$ cat config.mk
export PLATFORM = sky130hd
export DESIGN_NAME = vga_capture_scaler_flat
export DESIGN_NICKNAME = d
export VERILOG_FILES = /design/src/rtl/vga_capture_scaler_if.sv /design/src/rtl/vga_capture_scaler.sv /design/src/flat_wrapper.sv
export SDC_FILE = /design/constraint.sdc
export NUM_CORES = 1
export LEC_CHECK = 0
export CAP_MARGIN = 20
export CORE_ASPECT_RATIO = 1.4
export CORE_MARGIN = 8
export CORE_UTILIZATION = 50
export DETAILED_ROUTE_END_ITERATION = 10
export HOLD_SLACK_MARGIN = 0.15
export PLACE_DENSITY = 0.76
export SETUP_SLACK_MARGIN = 0.2
export SYNTH_ARGS = -nofsm -noshare
export SYNTH_HDL_FRONTEND = slang
export SYNTH_SLANG_ARGS = --single-unit
$ cat constraint.sdc
create_clock -name pclk -period 2.18 [get_ports pclk]
set_input_delay 0.436 -clock pclk [delete_from_list [all_inputs] [get_ports pclk]]
set_output_delay 0.436 -clock pclk [all_outputs]
set_load 0.05 [all_outputs]
$ cat src/rtl/vga_capture_scaler_if.sv
// Camera-side stream and frame-buffer write bus of the capture scaler.
// The master modport drives camera and control inputs; the scaler is the slave.
interface vga_capture_scaler_if #(
  parameter int ADDR_WIDTH = 15
);
  logic                  enable;
  logic                  mode;
  logic                  h_ref;
  logic                  v_sync;
  logic [7:0]            data_in;
  logic [7:0]            pix_out;
  logic [ADDR_WIDTH-1:0] write_addr;
  logic                  we;
  logic                  frame_start;
  logic                  frame_done;
  logic                  overflow;

  modport master (
    output enable, mode, h_ref, v_sync, data_in,
    input  pix_out, write_addr, we, frame_start, frame_done, overflow
  );

  modport slave (
    input  enable, mode, h_ref, v_sync, data_in,
    output pix_out, write_addr, we, frame_start, frame_done, overflow
  );
endinterface

$ cat src/rtl/vga_capture_scaler.sv
// Camera capture front-end: extracts Y from the pixel-byte stream, reduces it
// by decimation or horizontal box averaging, and writes it to the frame buffer.
module vga_capture_scaler #(
  parameter int ADDR_WIDTH  = 15,
  parameter int H_DECIM     = 4,
  parameter int V_DECIM     = 4,
  parameter int BYTE_STRIDE = 2,
  parameter int Y_OFFSET    = 1,
  parameter int MAX_PIXELS  = 19200
) (
  input  logic                  pclk,
  input  logic                  reset,
  vga_capture_scaler_if.slave   bus
);

  localparam int HL    = $clog2(H_DECIM);
  localparam int PW    = (HL > 0) ? HL : 1;
  localparam int RW    = (V_DECIM > 1) ? $clog2(V_DECIM) : 1;
  localparam int BW    = (BYTE_STRIDE > 1) ? $clog2(BYTE_STRIDE) : 1;
  localparam int ACC_W = 8 + HL;
  localparam int PTR_W = ADDR_WIDTH + 1;

  localparam logic [PW-1:0]    PIX_LAST  = PW'(H_DECIM - 1);
  localparam logic [RW-1:0]    ROW_LAST  = RW'(V_DECIM - 1);
  localparam logic [BW-1:0]    BYTE_LAST = BW'(BYTE_STRIDE - 1);
  localparam logic [BW-1:0]    Y_OFF     = BW'(Y_OFFSET);
  localparam logic [PTR_W-1:0] PTR_FULL  = PTR_W'(MAX_PIXELS);

  // Group sum never exceeds ACC_W bits, so the shift is a plain truncating mean.
  function automatic logic [7:0] avg_trunc(input logic [ACC_W-1:0] sum);
    avg_trunc = 8'(sum >> HL);
  endfunction

  logic              v_sync_q, v_sync_d;
  logic              h_ref_q, h_ref_d;
  logic              active_q, active_d;
  logic              mode_q, mode_d;
  logic [RW-1:0]     row_q, row_d;
  logic [BW-1:0]     byte_q, byte_d;
  logic [PW-1:0]     pix_q, pix_d;
  logic [ACC_W-1:0]  acc_q, acc_d;
  logic [PTR_W-1:0]  ptr_q, ptr_d;
  logic              wrote_q, wrote_d;
  logic [7:0]        pix_out_q, pix_out_d;
  logic [ADDR_WIDTH-1:0] addr_q, addr_d;
  logic              we_q, we_d;
  logic              fs_q, fs_d;
  logic              fd_q, fd_d;
  logic              ovf_q, ovf_d;

  logic              v_edge, line_end, sample, wr;
  logic [7:0]        val;
  logic [ACC_W-1:0]  sum;

  assign v_edge   = bus.v_sync & ~v_sync_q;
  assign line_end = h_ref_q & ~bus.h_ref;
  assign sample   = bus.h_ref & ~v_edge & active_q & (row_q == '0) & (byte_q == Y_OFF);
  assign sum      = acc_q + ACC_W'(bus.data_in);

  always_comb begin
    v_sync_d  = bus.v_sync;
    h_ref_d   = bus.h_ref;
    active_d  = active_q;
    mode_d    = mode_q;
    row_d     = row_q;
    byte_d    = byte_q;
    pix_d     = pix_q;
    acc_d     = acc_q;
    ptr_d     = ptr_q;
    wrote_d   = wrote_q;
    pix_out_d = pix_out_q;
    addr_d    = addr_q;
    ovf_d     = ovf_q;
    we_d      = 1'b0;
    fs_d      = 1'b0;
    fd_d      = 1'b0;
    wr        = 1'b0;
    val       = bus.data_in;

    if (v_edge) begin
      // A byte arriving on the frame-start cycle is dropped along with all counters.
      fd_d     = active_q & wrote_q;
      active_d = bus.enable;
      mode_d   = bus.mode;
      fs_d     = bus.enable;
      row_d    = '0;
      byte_d   = '0;
      pix_d    = '0;
      acc_d    = '0;
      ptr_d    = '0;
      wrote_d  = 1'b0;
      ovf_d    = 1'b0;
    end else begin
      if (line_end) begin
        row_d  = (row_q == ROW_LAST) ? '0 : row_q + 1'b1;
        byte_d = '0;
        pix_d  = '0;
        acc_d  = '0;
      end
      if (bus.h_ref) begin
        byte_d = (byte_q == BYTE_LAST) ? '0 : byte_q + 1'b1;
      end
      if (sample) begin
        pix_d = (pix_q == PIX_LAST) ? '0 : pix_q + 1'b1;
        if (mode_q) begin
          if (pix_q == PIX_LAST) begin
            wr    = 1'b1;
            val   = avg_trunc(sum);
            acc_d = '0;
          end else begin
            acc_d = sum;
          end
        end else if (pix_q == '0) begin
          wr = 1'b1;
        end
      end
      if (wr) begin
        if (ptr_q == PTR_FULL) begin
          ovf_d = 1'b1;
        end else begin
          we_d      = 1'b1;
          pix_out_d = val;
          addr_d    = ptr_q[ADDR_WIDTH-1:0];
          ptr_d     = ptr_q + 1'b1;
          wrote_d   = 1'b1;
        end
      end
    end
  end

  always_ff @(posedge pclk or posedge reset) begin
    if (reset) begin
      v_sync_q  <= 1'b1;
      h_ref_q   <= 1'b0;
      active_q  <= 1'b0;
      mode_q    <= 1'b0;
      row_q     <= '0;
      byte_q    <= '0;
      pix_q     <= '0;
      acc_q     <= '0;
      ptr_q     <= '0;
      wrote_q   <= 1'b0;
      pix_out_q <= '0;
      addr_q    <= '0;
      we_q      <= 1'b0;
      fs_q      <= 1'b0;
      fd_q      <= 1'b0;
      ovf_q     <= 1'b0;
    end else begin
      v_sync_q  <= v_sync_d;
      h_ref_q   <= h_ref_d;
      active_q  <= active_d;
      mode_q    <= mode_d;
      row_q     <= row_d;
      byte_q    <= byte_d;
      pix_q     <= pix_d;
      acc_q     <= acc_d;
      ptr_q     <= ptr_d;
      wrote_q   <= wrote_d;
      pix_out_q <= pix_out_d;
      addr_q    <= addr_d;
      we_q      <= we_d;
      fs_q      <= fs_d;
      fd_q      <= fd_d;
      ovf_q     <= ovf_d;
    end
  end

  assign bus.pix_out     = pix_out_q;
  assign bus.write_addr  = addr_q;
  assign bus.we          = we_q;
  assign bus.frame_start = fs_q;
  assign bus.frame_done  = fd_q;
  assign bus.overflow    = ovf_q;

endmodule

$ cat src/flat_wrapper.sv
// flat-port wrapper written by rule: the top's interface ports become plain ports
module vga_capture_scaler_flat 
#(
  parameter int ADDR_WIDTH  = 15,
  parameter int H_DECIM     = 4,
  parameter int V_DECIM     = 4,
  parameter int BYTE_STRIDE = 2,
  parameter int Y_OFFSET    = 1,
  parameter int MAX_PIXELS  = 19200
)
  (pclk, reset, bus_enable, bus_mode, bus_h_ref, bus_v_sync, bus_data_in, bus_pix_out, bus_write_addr, bus_we, bus_frame_start, bus_frame_done, bus_overflow);
  vga_capture_scaler_if #(.ADDR_WIDTH(ADDR_WIDTH)) bus_i ();
  input  logic pclk;
  input  logic reset;
  input wire logic [$bits(bus_i.enable)-1:0] bus_enable;
  input wire logic [$bits(bus_i.mode)-1:0] bus_mode;
  input wire logic [$bits(bus_i.h_ref)-1:0] bus_h_ref;
  input wire logic [$bits(bus_i.v_sync)-1:0] bus_v_sync;
  input wire logic [$bits(bus_i.data_in)-1:0] bus_data_in;
  output wire logic [$bits(bus_i.pix_out)-1:0] bus_pix_out;
  output wire logic [$bits(bus_i.write_addr)-1:0] bus_write_addr;
  output wire logic [$bits(bus_i.we)-1:0] bus_we;
  output wire logic [$bits(bus_i.frame_start)-1:0] bus_frame_start;
  output wire logic [$bits(bus_i.frame_done)-1:0] bus_frame_done;
  output wire logic [$bits(bus_i.overflow)-1:0] bus_overflow;
  assign bus_i.enable = bus_enable;
  assign bus_i.mode = bus_mode;
  assign bus_i.h_ref = bus_h_ref;
  assign bus_i.v_sync = bus_v_sync;
  assign bus_i.data_in = bus_data_in;
  assign bus_pix_out = bus_i.pix_out;
  assign bus_write_addr = bus_i.write_addr;
  assign bus_we = bus_i.we;
  assign bus_frame_start = bus_i.frame_start;
  assign bus_frame_done = bus_i.frame_done;
  assign bus_overflow = bus_i.overflow;
  vga_capture_scaler #(.ADDR_WIDTH(ADDR_WIDTH), .H_DECIM(H_DECIM), .V_DECIM(V_DECIM), .BYTE_STRIDE(BYTE_STRIDE), .Y_OFFSET(Y_OFFSET), .MAX_PIXELS(MAX_PIXELS)) u_core (.pclk(pclk), .reset(reset), .bus(bus_i));
endmodule
# Word-level counts from Yosys, hierarchy flattened
# Index checks and enable logic that the tools add are counted.
# classes
bitwise_logic	11
n_eq_ne	4
n_mux	38
addsub	5
reduce_logical	10
# ops
operator	n
two-way mux 10 bit	5
two-way mux 16 bit	3
two-way mux 8 bit	3
two-way mux 1 bit	20
adder 16 x 1 -> 16 bit (second input constant)	1
== test 16 x 15 -> 1 bit (second input constant)	1
two-way mux 2 bit	7
adder 10 x 8 -> 10 bit	1
bitwise AND 1 bit	7
nonzero test 2 bit	3
nonzero test 3 bit	2
adder 2 x 1 -> 2 bit (second input constant)	2
== test 2 bit (second input constant)	2
logical NOT 2 bit	2
NOT 1 bit	4
AND reduction 2 bit	2
AND reduction 3 bit	1
!= test 2 x 1 -> 1 bit (second input constant)	1
adder 1 bit (second input constant)	1
# word_totals
wordCells	84
regBits	63
input_bits	14

# Longest topological paths before layout
# Gate-level depths: netlist of run 1.
# logic_depth
depth_word	11
ltp_mapped	10
ltp_nobuf	8

# Least setup slack after synthesis of run 1
# OpenSTA, ideal clock, no wires.
# synth_path
kind	reg-to-reg
startpoint	reg u_core.ptr_q[7]
endpoint	reg u_core.pix_out_q[4] (netlist: u_core.bus.pix_out[4])
arrival_ns	1.978
setup_time_ns	0.132
slack_ns	0.070
synth_period_minus_slack_ns	2.110
n_path_buf	2
stages_incl_launch_ff	9
path_cell_list	dfrtp_1 > or4_4 > nor4_4 > or2_1 > buf_4 > inv_2 > buf_6 > nand3_1 > o211ai_1
# synth_between
elab_chain_cells	3
# synth_rtl
element	line	source
from (decl)	vga_capture_scaler.sv:42	logic [PTR_W-1:0] ptr_q, ptr_d;
from (signal assigned)	vga_capture_scaler.sv:158	ptr_q <= ptr_d;
== test 16 x 15 -> 1 bit	vga_capture_scaler.sv:118	if (ptr_q == PTR_FULL) begin
NOT 1 bit (no line)	--	
AND reduction 3 bit (no line)	--	
to (signal assigned)	vga_capture_scaler.sv:160	pix_out_q <= pix_out_d;
to (decl)	vga_capture_scaler.sv:44	logic [7:0] pix_out_q, pix_out_d;
# Every way passes these cells.
# A chain may end at the register's enable or synchronous reset.

# Final worst setup path of run 1
# layout_path
startpoint	reg u_core.ptr_q[6]
endpoint	reg u_core.addr_q[9] (netlist: u_core.bus.write_addr[9])
# layout_between
elab_chain_cells	3
# layout_rtl
element	line	source
== test 16 x 15 -> 1 bit	vga_capture_scaler.sv:118	
NOT 1 bit (no line)	--	
AND reduction 3 bit (no line)	--	
to (signal assigned)	vga_capture_scaler.sv:161	addr_q <= addr_d;
to (decl)	vga_capture_scaler.sv:45	logic [ADDR_WIDTH-1:0] addr_q, addr_d;
# Every way passes these cells.

==> flow_summary_export.csv, run 1 <==
group,metric,value,unit
critical_path,crit_path_top_delay_cell,"or4_4",
sta,fin_crit_sh,96.3,%
logic_synthesis,leading_register_cell_type_out_of_synthesis,"dfrtp_1",
critical_path,cp_common_cell,"nand2_1",
global_route,grt_pass1_vias,2821,
sta,slew_headroom,65.7,%
global_route,track_usage,17.4,%
layout,fill_cells,442,
cts,clk_pin_slew_worst_paths,0.08,ns
logic_synthesis,ys_seq_elements,63,
logic_synthesis,synthesis.yosys.warnings,0,
cts,cts.path.max_buffers,2,
pwr,power.ir.vdd_worst,545,uV
global_route,grt_first_pass_wirelength,13300,um
global_route,grt_start_max_net_pins,24,
cts,postCtsHoldBufs,0,
cts,clock_tree.root_cell,"clkbuf_8",
critical_path,cp_cell_sequence,"or4_4 > nor4_4 > or2_4 > buf_6 > inv_8 > buf_12 > nand2_1 > nand2_1",
sta,period_minus_slack,2.10,ns
detailed_routing,routed_vias,2908,
critical_path,timing.critical_path.required,2.42,ns
placed_design,worst_setup_slack_post_dpl,-0.342,ns
layout,ratio_of_cells_with_drive_above_1_in_the_final_layout,27.5,%
logic_synthesis,synth_fp_nets,368,
critical_path,critical_path_peak_fanout,8,
status,status,"finished clean",
detailed_routing,post-route-drc-count,0,
sta,rsz0062_at_grt,"true",
sta,final-max-slew-violation-count,0,
cts,htree_levels,3,
pwr,totalPowerFinal,3.01,mW
logic_synthesis,synthCells,339,
logic_synthesis,synth_seq_area_share,48.8,%
sta,setup_slack,0.0811,ns
die,core.rowCount,34,
layout,layout_commonest_cell,"dfrtp_1",
critical_path,critical_path_buf_inv_count,3,
critical_path,startpoint_type,"register",
layout,ant_diodes,0,
critical_path,regToRegSetupSlack,0.08,ns
sta,finalSetupViolCount,0,
die,die-area,0.00934,mm^2
logic_synthesis,syn_area,0.00324,mm^2
detailed_routing,totalWireLength,8500,um
critical_path,end_kind,"register",
global_route,antenna_violations_before_repair,0,
pwr,switching_share,32.4,%
placed_design,buffer_ports.inserted,40,
detailed_routing,detail_routed_net_length_per_standard_cell,16.5,um
layout,layout.cells.most_common_list,"62 x dfrtp_1, 58 x buf_4, 55 x nand2_1, 22 x nor2_1, 22 x clkdlybuf4s50_1",
die,core_area,0.00625,mm^2
logic_synthesis,synth.lib_cells_used.distinct,52,
sta,maxClockFrequency,476,MHz
detailed_routing,drt_first_iter_violations,195,
pwr,power.share.sequential,43.7,%
critical_path,criticalPathCategory,"register to register",
critical_path,worst_ep_arrival_time,2.34,ns
placed_design,gpl.final_weighted_congestion,0.958,
logic_synthesis,netlist.top_cell.by_area,"dfrtp_1",
die,die_height,111,um
cts,cts_tree,"built",
worst_hold_path,hold_class,"input pin to async pin",
run,maxCapViolCount,0,
critical_path,critical-path-max-stage-delay,0.56,ns
sta,clock-skew-final,0.00961,ns
cts,cts_num_sinks,63,
detailed_routing,dr.pass1.iters,4,
logic_synthesis,post_synth_main_area_contributors,"dfrtp_1 48%, nand2_1 7.8%, ha_1 5.4%",
logic_synthesis,synth_top_area_share,48.0,%
placed_design,dpl.hpwl,5840,um
detailed_routing,number_of_antenna_violating_nets_in_the_routed_design,0,
sta,fin_worst_hold_slack,0.462,ns
die,num_io_pins,41,
layout,area_growth_syn_to_layout,42.7,%
die,floorplan.initialDensity,51.7,%
pwr,clock_power_share,33.4,%
layout,fin_util,73.8,%
logic_synthesis,synth-async-reset-ratio,100,%
sta,report.final.hold_viol_count,0,
pwr,net-switching-power,0.976,mW
layout,nNetsFinal,468,
pwr,powerDensity,653,mW/mm^2
die,die_x,84.0,um
cts,worst_skew_pair.late_latency,0.35,ns
detailed_routing,viasPerCell,5.64,
global_route,grt_overflow_total,0,
sta,worst_slew_pin_slew,0.513,ns
cts,cts_bufs_inserted,9,
logic_synthesis,synthesis.area_per_instance,9.54,um^2
critical_path,timing.critical_path.max_delay_family,"simple AND/OR/NAND/NOR gates",
pwr,power.share.combinational,23.0,%
pwr,cellInternalPower,2.04,mW
logic_synthesis,synth-edff-count,0,
pwr,power.static_leakage,2.45,nW
-- cells by family (layout without fill, tap and decap cells) --
logic type | Yosys count | after routing | synth area share (%)
and+or+nand+nor | 157 | 157 | 24.1
muxes | 9 | 9 | 2.82
buffers and inverters | 29 | 134 | 4.02
DFF | 63 | 63 | 48.8
adders and majority gates | 15 | 15 | 6.03
AOI/OAI and AO/OA | 49 | 49 | 9.67
xor gates and xnor gates | 17 | 17 | 4.60
-- worst register-to-register path: stages, from the launching register on --
cell,delay (ns)
dfrtp_1,0.39
or4_4,0.56
nor4_4,0.36
or2_4,0.21
buf_6,0.13
inv_8,0.04
buf_12,0.14
nand2_1,0.10
nand2_1,0.07
-- flip-flops by register name (all words and copies together) (netlist names) --
register	count
u_core.byte_q	1
u_core.row_q	2
u_core.bus.pix_out	8
u_core.bus.frame_done	1
u_core.bus.we	1
u_core.mode_q	1
u_core.acc_q	10
u_core.bus.overflow	1
u_core.v_sync_q	1
u_core.h_ref_q	1
u_core.wrote_q	1
u_core.active_q	1
u_core.bus.write_addr	15
u_core.bus.frame_start	1
u_core.ptr_q	16
u_core.pix_q	2
-- path summary, 6_finish.rpt --
path,start,endpoint,depth (start not counted)
max reg2reg,u_core.ptr_q[6],u_core.bus.write_addr[9],8
min in group pclk,u_core.bus.write_addr[2],u_core.bus.write_addr[2],2
min reg2reg,u_core.bus.write_addr[2],u_core.bus.write_addr[2],2
max in group asynchronous,reset,u_core.ptr_q[9],3
min,reset,u_core.ptr_q[2],2
max,u_core.ptr_q[6],u_core.bus.write_addr[9],8
-- what timing repair did --
action / 4_1_cts / 5_1_grt
gates cloned: 0 / 1
hold endpoints to repair: 0 / 0
buffers inserted: 7 / 5
gates resized for setup: 21 / 49
endpoints found under the setup margin: 36 / 58
pin swaps: 9 / 18
-- Yosys cell counts (all sizes together), types with 4 or more instances --
master  number
dfrtp       62
nand3       12
clkbuf       8
nor2        24
nand4       10
a22o         4
inv         13
nand2       67
nor3         4
and3         4
xnor2       14
a21oi       11
mux2i        8
buf          8
and2         4
nor4        12
o21ai       17
ha          14
-- metrics by stage --
stage                     instance area (um^2)  instances  TNS (ns)
after global placement                    4070        487     -2.36
after CTS                                 4370        510         0
final                                     4620        516         0
after global routing                      4620        516         0
after floorplan                           3250        339         0
after detailed placement                  4070        487     -2.98
-- power groups by stage --
stage	clock, mW	sequential (mW)	combinational (mW)
6_report	1.01	1.32	0.693
3_5_place_dp	0	1.34	0.671
5_1_grt	1.08	1.33	0.746
3_3_place_gp	0	1.34	0.660
2_1_floorplan	0	1.56	0.177
4_1_cts	1.03	1.32	0.670
-- metal layers --
metal / vias up / routed length (um) / track usage, %
li1: 1384 / - / -
met1: 1432 / 3610 / 20.8
met2: 75 / 4310 / 28.3
met3: 17 / 383 / 3.68
met4: 0 / 208 / 9.71
met5: - / 0 / 0
-- area by class of cell --
| cell class | count | area (um^2) | area share (%) |
|---|---|---|---|
| Timing Repair Buffer | 105 | 972 | 21.1 |
| Inverter | 13 | 60.1 | 1.30 |
| Clock buffer | 9 | 124 | 2.68 |
| Tap cell | 72 | 90.1 | 1.95 |
| Clock inverter | 7 | 73.8 | 1.60 |
| Multi-Input combinational cell | 247 | 1720 | 37.2 |
| Sequential cell | 63 | 1580 | 34.2 |
No activity file was read; power rests on OpenSTA's default activity.
==> run 2: changes to the inputs <==
- CORE_UTILIZATION: 50 -> 30
- PLACE_DENSITY: 0.76 -> not set
==> flow_summary_export.csv, run 2 (same netlist as run 1, synthesis figures left out) <==
group,metric,value,unit
status,status,"finished clean",
die,die-area,0.0144,mm^2
global_route,grt_start_max_net_pins,28,
placed_design,buffer_ports.inserted,40,
sta,clock-skew-final,0.00385,ns
sta,rsz0062_at_grt,"true",
layout,layout_commonest_cell,"nand2_1",
sta,slew_headroom,63.9,%
critical_path,crit_path_top_delay_cell,"or4bb_4",
layout,fin_util,44.2,%
layout,ratio_of_cells_with_drive_above_1_in_the_final_layout,24.9,%
critical_path,cp_cell_sequence,"or4bb_4 > nor4_4 > or2_4 > buf_6 > inv_4 > buf_6 > nand4_1 > nand3_1",
detailed_routing,met3WireLength,389,um
layout,nNetsFinal,459,
detailed_routing,wire_length_on_met1,3770,um
cts,htree_levels,3,
layout,largest_register,"u_core.ptr_q",
placed_design,placed_cells_incl_taps,552,
pwr,switching_share,27.9,%
cts,clock_tree.root_cell,"clkbuf_16",
layout,ant_diodes,0,
worst_hold_path,hold_class,"input pin to register",
detailed_routing,routed-wl-met2,4240,um
cts,worst_skew_pair.late_latency,0.33,ns
critical_path,critical-path-max-stage-delay,0.56,ns
cts,cts.path.max_buffers,2,
cts,cts_tree,"built",
global_route,antenna_violations_before_repair,0,
pwr,power.share.combinational,19.9,%
die,die_height,139,um
global_route,grt_first_pass_wirelength,14300,um
placed_design,gpl.final_weighted_congestion,0.916,
sta,maxClockFrequency,493,MHz
pwr,power.share.sequential,37.4,%
layout,fill_cells,1026,
cts,cts_bufs_inserted,9,
layout,layout.cells.most_common_list,"64 x nand2_1, 62 x dfrtp_1, 47 x buf_4, 30 x clkdlybuf4s50_1, 23 x nor2_1",
run,maxCapViolCount,0,
pwr,power.ir.vdd_worst,309,uV
layout,fin_cells,575,
sta,report.final.hold_viol_count,0,
sta,finalSetupViolCount,0,
critical_path,startpoint_type,"register",
critical_path,critical_path_buf_inv_count,3,
die,die_x,104,um
sta,worst_slew_pin_slew,0.540,ns
critical_path,timing.critical_path.max_delay_family,"simple AND/OR/NAND/NOR gates",
detailed_routing,totalWireLength,8610,um
detailed_routing,viasPerCell,4.92,
cts,cts_num_sinks,63,
pwr,cellInternalPower,2.54,mW
pwr,totalPowerFinal,3.53,mW
global_route,track_usage,12.2,%
detailed_routing,dr.pass1.iters,4,
detailed_routing,drt_first_iter_violations,124,
critical_path,worst_ep_arrival_time,2.23,ns
critical_path,cp_common_cell,"buf_6",
die,num_io_pins,41,
die,core.rowCount,45,
global_route,grt_overflow_total,0,
critical_path,criticalPathCategory,"register to register",
sta,period_minus_slack,2.03,ns
detailed_routing,number_of_antenna_violating_nets_in_the_routed_design,0,
detailed_routing,detail_routed_net_length_per_standard_cell,15.0,um
layout,area_growth_syn_to_layout,46.2,%
die,floorplan.initialDensity,30.2,%
cts,clk_pin_slew_worst_paths,0.05,ns
critical_path,end_kind,"register",
detailed_routing,post-route-drc-count,0,
pwr,powerDensity,746,mW/mm^2
layout,largest_reg_flops,16,
sta,fin_crit_sh,93.1,%
detailed_routing,highest_layer,"met4",
placed_design,dpl.hpwl,6200,um
die,core_area,0.0107,mm^2
detailed_routing,routed_vias,2830,
critical_path,timing.critical_path.required,2.38,ns
sta,fin_worst_hold_slack,0.385,ns
critical_path,critical_path_peak_fanout,4,
pwr,clock_power_share,42.7,%
pwr,net-switching-power,0.985,mW
sta,final-max-slew-violation-count,0,
global_route,grt_pass1_vias,2924,
pwr,power.static_leakage,2.22,nW
[run 2: final cells by class]
cell class | count | area, um^2 | area share, %
multi-input cells | 247 | 1700 | 36.0
flip-flops and latches | 63 | 1580 | 33.4
clock inverters | 4 | 70.1 | 1.48
clock buffers | 11 | 243 | 5.13
well taps | 141 | 176 | 3.73
inverters | 13 | 55.1 | 1.16
repair buffers | 96 | 903 | 19.1
[run 2: timing repair]
action                                  CTS  global route
setup buffers                             4             4
pin swaps                                 9            15
endpoints found under the hold margin     0             0
resized for setup                        19            37
endpoints found under the setup margin   35            42
hold buffers                              0             0
[run 2: final timing paths]
check | start | to | slack (ns) | depth (start not counted)
setup reg to reg | u_core.ptr_q[10] | u_core.bus.pix_out[7] | 0.15 | 8
max in group asynchronous | reset | u_core.ptr_q[14] | 1.21 | 3
min in group asynchronous | reset | u_core.bus.write_addr[14] | 0.49 | 2
hold reg to reg | u_core.bus.write_addr[13] | u_core.bus.write_addr[13] | 0.47 | 2
setup / recovery | u_core.ptr_q[10] | u_core.bus.pix_out[7] | 0.15 | 8
hold / removal | bus_h_ref | u_core.h_ref_q | 0.38 | 2
[run 2: layer usage]
metal  vias to the layer above  track usage, %
met1                      1378            14.3
met2                        65            19.9
li1                       1367               -
met3                        20            3.35
met5                         -               0
met4                         0            6.20
[run 2: through the flow]
stage                     setup slack (ns)  TNS [ns]  area (um^2)
after global routing                0.0814         0         4730
final                                0.150         0         4730
after CTS                            0.178         0         4550
after floorplan                      0.109         0         3250
after detailed placement            -0.324     -3.68         4140
after global placement              -0.310     -2.87         4140
[run 2: power groups by stage]
stage               clock network, mW  logic (mW)  registers (mW)
detailed placement                  0       0.675            1.34
global placement                    0       0.666            1.34
global route                     1.60       0.758            1.34
finish                           1.51       0.701            1.32
floorplan                           0       0.177            1.56
CTS                              1.54       0.693            1.32
[run 2: worst reg2reg max path, cell delays in order (launching register included)]
cell	delay, ns
dfrtp_1	0.38
or4bb_4	0.56
nor4_4	0.35
or2_4	0.19
buf_6	0.11
inv_4	0.04
buf_6	0.12
nand4_1	0.07
nand3_1	0.08
==> run 3: changes to the inputs <==
- ABC_AREA: not set -> 1
==> flow_summary_export.csv, run 3 <==
group,metric,value,unit
status,status,"finished clean",
sta,report.final.hold_viol_count,0,
critical_path,reg2reg_from,"u_core.ptr_q[0]",
logic_synthesis,synth.lib_cells_used.distinct,36,
die,num_io_pins,41,
logic_synthesis,netlist.top_cell.by_area,"dfrtp_1",
run,maxCapViolCount,0,
logic_synthesis,synth_top_area_share,44.6,%
logic_synthesis,syn_area,0.00348,mm^2
global_route,track_usage,12.5,%
cts,cts_num_sinks,63,
pwr,power.share.combinational,24.4,%
die,die_height,143,um
sta,final-max-slew-violation-count,0,
placed_design,gpl.final_weighted_congestion,0.902,
detailed_routing,dr.pass1.iters,4,
critical_path,worst_ep_arrival_time,1.49,ns
logic_synthesis,synth_fp_nets,465,
global_route,grt_pass1_vias,3073,
detailed_routing,totalWireLength,8960,um
sta,fin_crit_sh,88.5,%
critical_path,cp_cell_sequence,"clkdlybuf4s50_1",
logic_synthesis,synthMostInstantiatedCell,"nand2_1",
logic_synthesis,synthesis.area_per_instance,7.97,um^2
cts,setup_repair_bufs_after_cts,0,
layout,area_of_the_multi_input_gates,0.00168,mm^2
layout,largest_reg_flops,16,
sta,maxClockFrequency,518,MHz
cts,htree_levels,3,
sta,clock-skew-final,0.00541,ns
sta,slew_headroom,64.6,%
detailed_routing,post-route-drc-count,0,
cts,postCtsHoldBufs,0,
die,core.rowCount,46,
logic_synthesis,synthCells,436,
pwr,powerDensity,798,mW/mm^2
die,die_x,107,um
placed_design,buffer_ports.inserted,40,
cts,worst_skew_pair.late_latency,0.33,ns
critical_path,worstReg2RegEnd,"u_core.bus.pix_out[6]",
global_route,grt_start_max_net_pins,32,
placed_design,placed_cells_incl_taps,627,
layout,ratio_of_cells_with_drive_above_1_in_the_final_layout,13.0,%
global_route,antenna_violations_before_repair,0,
die,die-area,0.0153,mm^2
pwr,cellInternalPower,2.41,mW
critical_path,end_kind,"output port",
sta,tns,0,ns
critical_path,timing.critical_path.max_delay_family,"buffers and inverters",
logic_synthesis,ys_top_cells_by_count,"105 x nand2_1, 62 x dfrtp_1, 50 x nor2_1",
detailed_routing,detail_routed_net_length_per_standard_cell,13.9,um
detailed_routing,routed_vias,3075,
layout,layout.cells.most_common_list,"104 x nand2_1, 61 x dfrtp_1, 49 x nor2_1, 41 x nand3_1, 39 x inv_1",
layout,fill_cells,1143,
critical_path,path_depth,1,
sta,worst_slew_pin_slew,0.527,ns
global_route,grt_first_pass_wirelength,15000,um
worst_hold_path,hold_class,"input pin to async pin",
layout,area_growth_syn_to_layout,28.7,%
critical_path,regToRegSetupSlack,0.36,ns
logic_synthesis,synth-edff-count,0,
pwr,switching_share,32.6,%
critical_path,critical_path_peak_fanout,2,
layout,nNetsFinal,523,
logic_synthesis,ys_seq_elements,63,
pwr,net-switching-power,1.17,mW
layout,layout_commonest_cell,"nand2_1",
critical_path,startpoint_type,"register",
cts,clock_tree.root_cell,"clkbuf_16",
cts,clk_pin_slew_worst_paths,0.05,ns
sta,period_minus_slack,1.93,ns
die,core_area,0.0113,mm^2
global_route,grt_overflow_total,0,
critical_path,timing.critical_path.required,1.74,ns
logic_synthesis,synthesis.yosys.warnings,0,
critical_path,critical-path-max-stage-delay,0.81,ns
critical_path,critical_path_buf_inv_count,1,
logic_synthesis,synth_seq_area_share,45.4,%
detailed_routing,number_of_antenna_violating_nets_in_the_routed_design,0,
critical_path,criticalPathCategory,"register to output port",
pwr,power.static_leakage,2.20,nW
logic_synthesis,post_synth_main_area_contributors,"dfrtp_1 45%, nand2_1 11%, nand3_1 5.9%",
cts,cts.path.max_buffers,2,
layout,ant_diodes,0,
detailed_routing,viasPerCell,4.78,
layout,largest_register,"u_core.ptr_q",
layout,final-seq-area,0.00158,mm^2
sta,finalSetupViolCount,0,
logic_synthesis,synth-async-reset-ratio,100,%
critical_path,crit_path_top_delay_cell,"clkdlybuf4s50_1",
cts,cts_tree,"built",
cts,cts_bufs_inserted,9,
logic_synthesis,leading_register_cell_type_out_of_synthesis,"dfrtp_1",
placed_design,dpl.hpwl,6850,um
die,floorplan.initialDensity,30.7,%
sta,rsz0062_at_grt,"false",
pwr,power.ir.vdd_worst,299,uV
pwr,power.share.sequential,38.6,%
detailed_routing,drt_first_iter_violations,165,
critical_path,r2r.worst_path.cells,10,
pwr,clock_power_share,37.0,%
layout,fin_cells,643,
## run 3: worst max path at each step
| stage | start | to |
|---|---|---|
| final | u_core.bus.pix_out[3] | bus_pix_out[3] |
| after global routing | u_core.bus.pix_out[3] | bus_pix_out[3] |
| after CTS | u_core.bus.write_addr[4] | bus_write_addr[4] |
| after detailed placement | bus_data_in[0] | u_core.bus.pix_out[6] |
| after global placement | bus_data_in[0] | u_core.bus.pix_out[6] |
| after floorplan | bus_data_in[0] | u_core.bus.pix_out[6] |
## run 3: kinds of logic after synthesis
kind of cell | after synthesis | synth area share, %
and+or+nand+nor | 233 | 29.7
DFF | 63 | 45.4
AOI/OAI and AO/OA | 61 | 10.3
buffers and inverters | 56 | 7.02
adders and majority gates | 15 | 5.61
xor gates and xnor gates | 8 | 2.02
## run 3: metrics by stage
step / hold WS (ns) / power [mW] / util, % / cell area (um^2) / setup WS [ns]
after global routing: 0.489 / 3.76 / 39.5 / 4480 / 0.201
after detailed placement: 0.468 / 2.29 / 36.6 / 4150 / -0.0480
final: 0.478 / 3.57 / 39.5 / 4480 / 0.250
after CTS: 0.480 / 3.63 / 39.1 / 4430 / 0.200
after floorplan: 0.440 / 1.96 / - / 3480 / 0.475
after global placement: 0.470 / 2.28 / 36.6 / 4150 / -0.0467
## run 3: power by group through the flow
stage / combinational [mW] / sequential (mW) / clock, mW
floorplan: 0.239 / 1.72 / 0
global placement: 0.883 / 1.40 / 0
detailed placement: 0.886 / 1.40 / 0
CTS: 0.884 / 1.38 / 1.36
global route: 0.943 / 1.39 / 1.42
finish: 0.872 / 1.38 / 1.32
## run 3: repair_timing
item                                    4_1_cts  5_1_grt
gates cloned                                  0        0
gates resized for setup                       3       16
endpoints found under the setup margin        3       19
## run 3: cell type report
cell class	count	share of cell area, %
clock inverters	3	0.391
repair buffers	59	13.1
clock buffers	13	5.81
inverters	44	3.83
flip-flops and latches	63	35.3
well taps	144	4.03
multi-input cells	317	37.6
## run 3: layer usage
layer	vias to the layer above	wire, um	GRT usage [%]
met5	-	0	0
met4	0	208	6.32
met1	1444	3750	13.3
li1	1556	-	-
met3	16	432	4.03
met2	59	4580	21.7
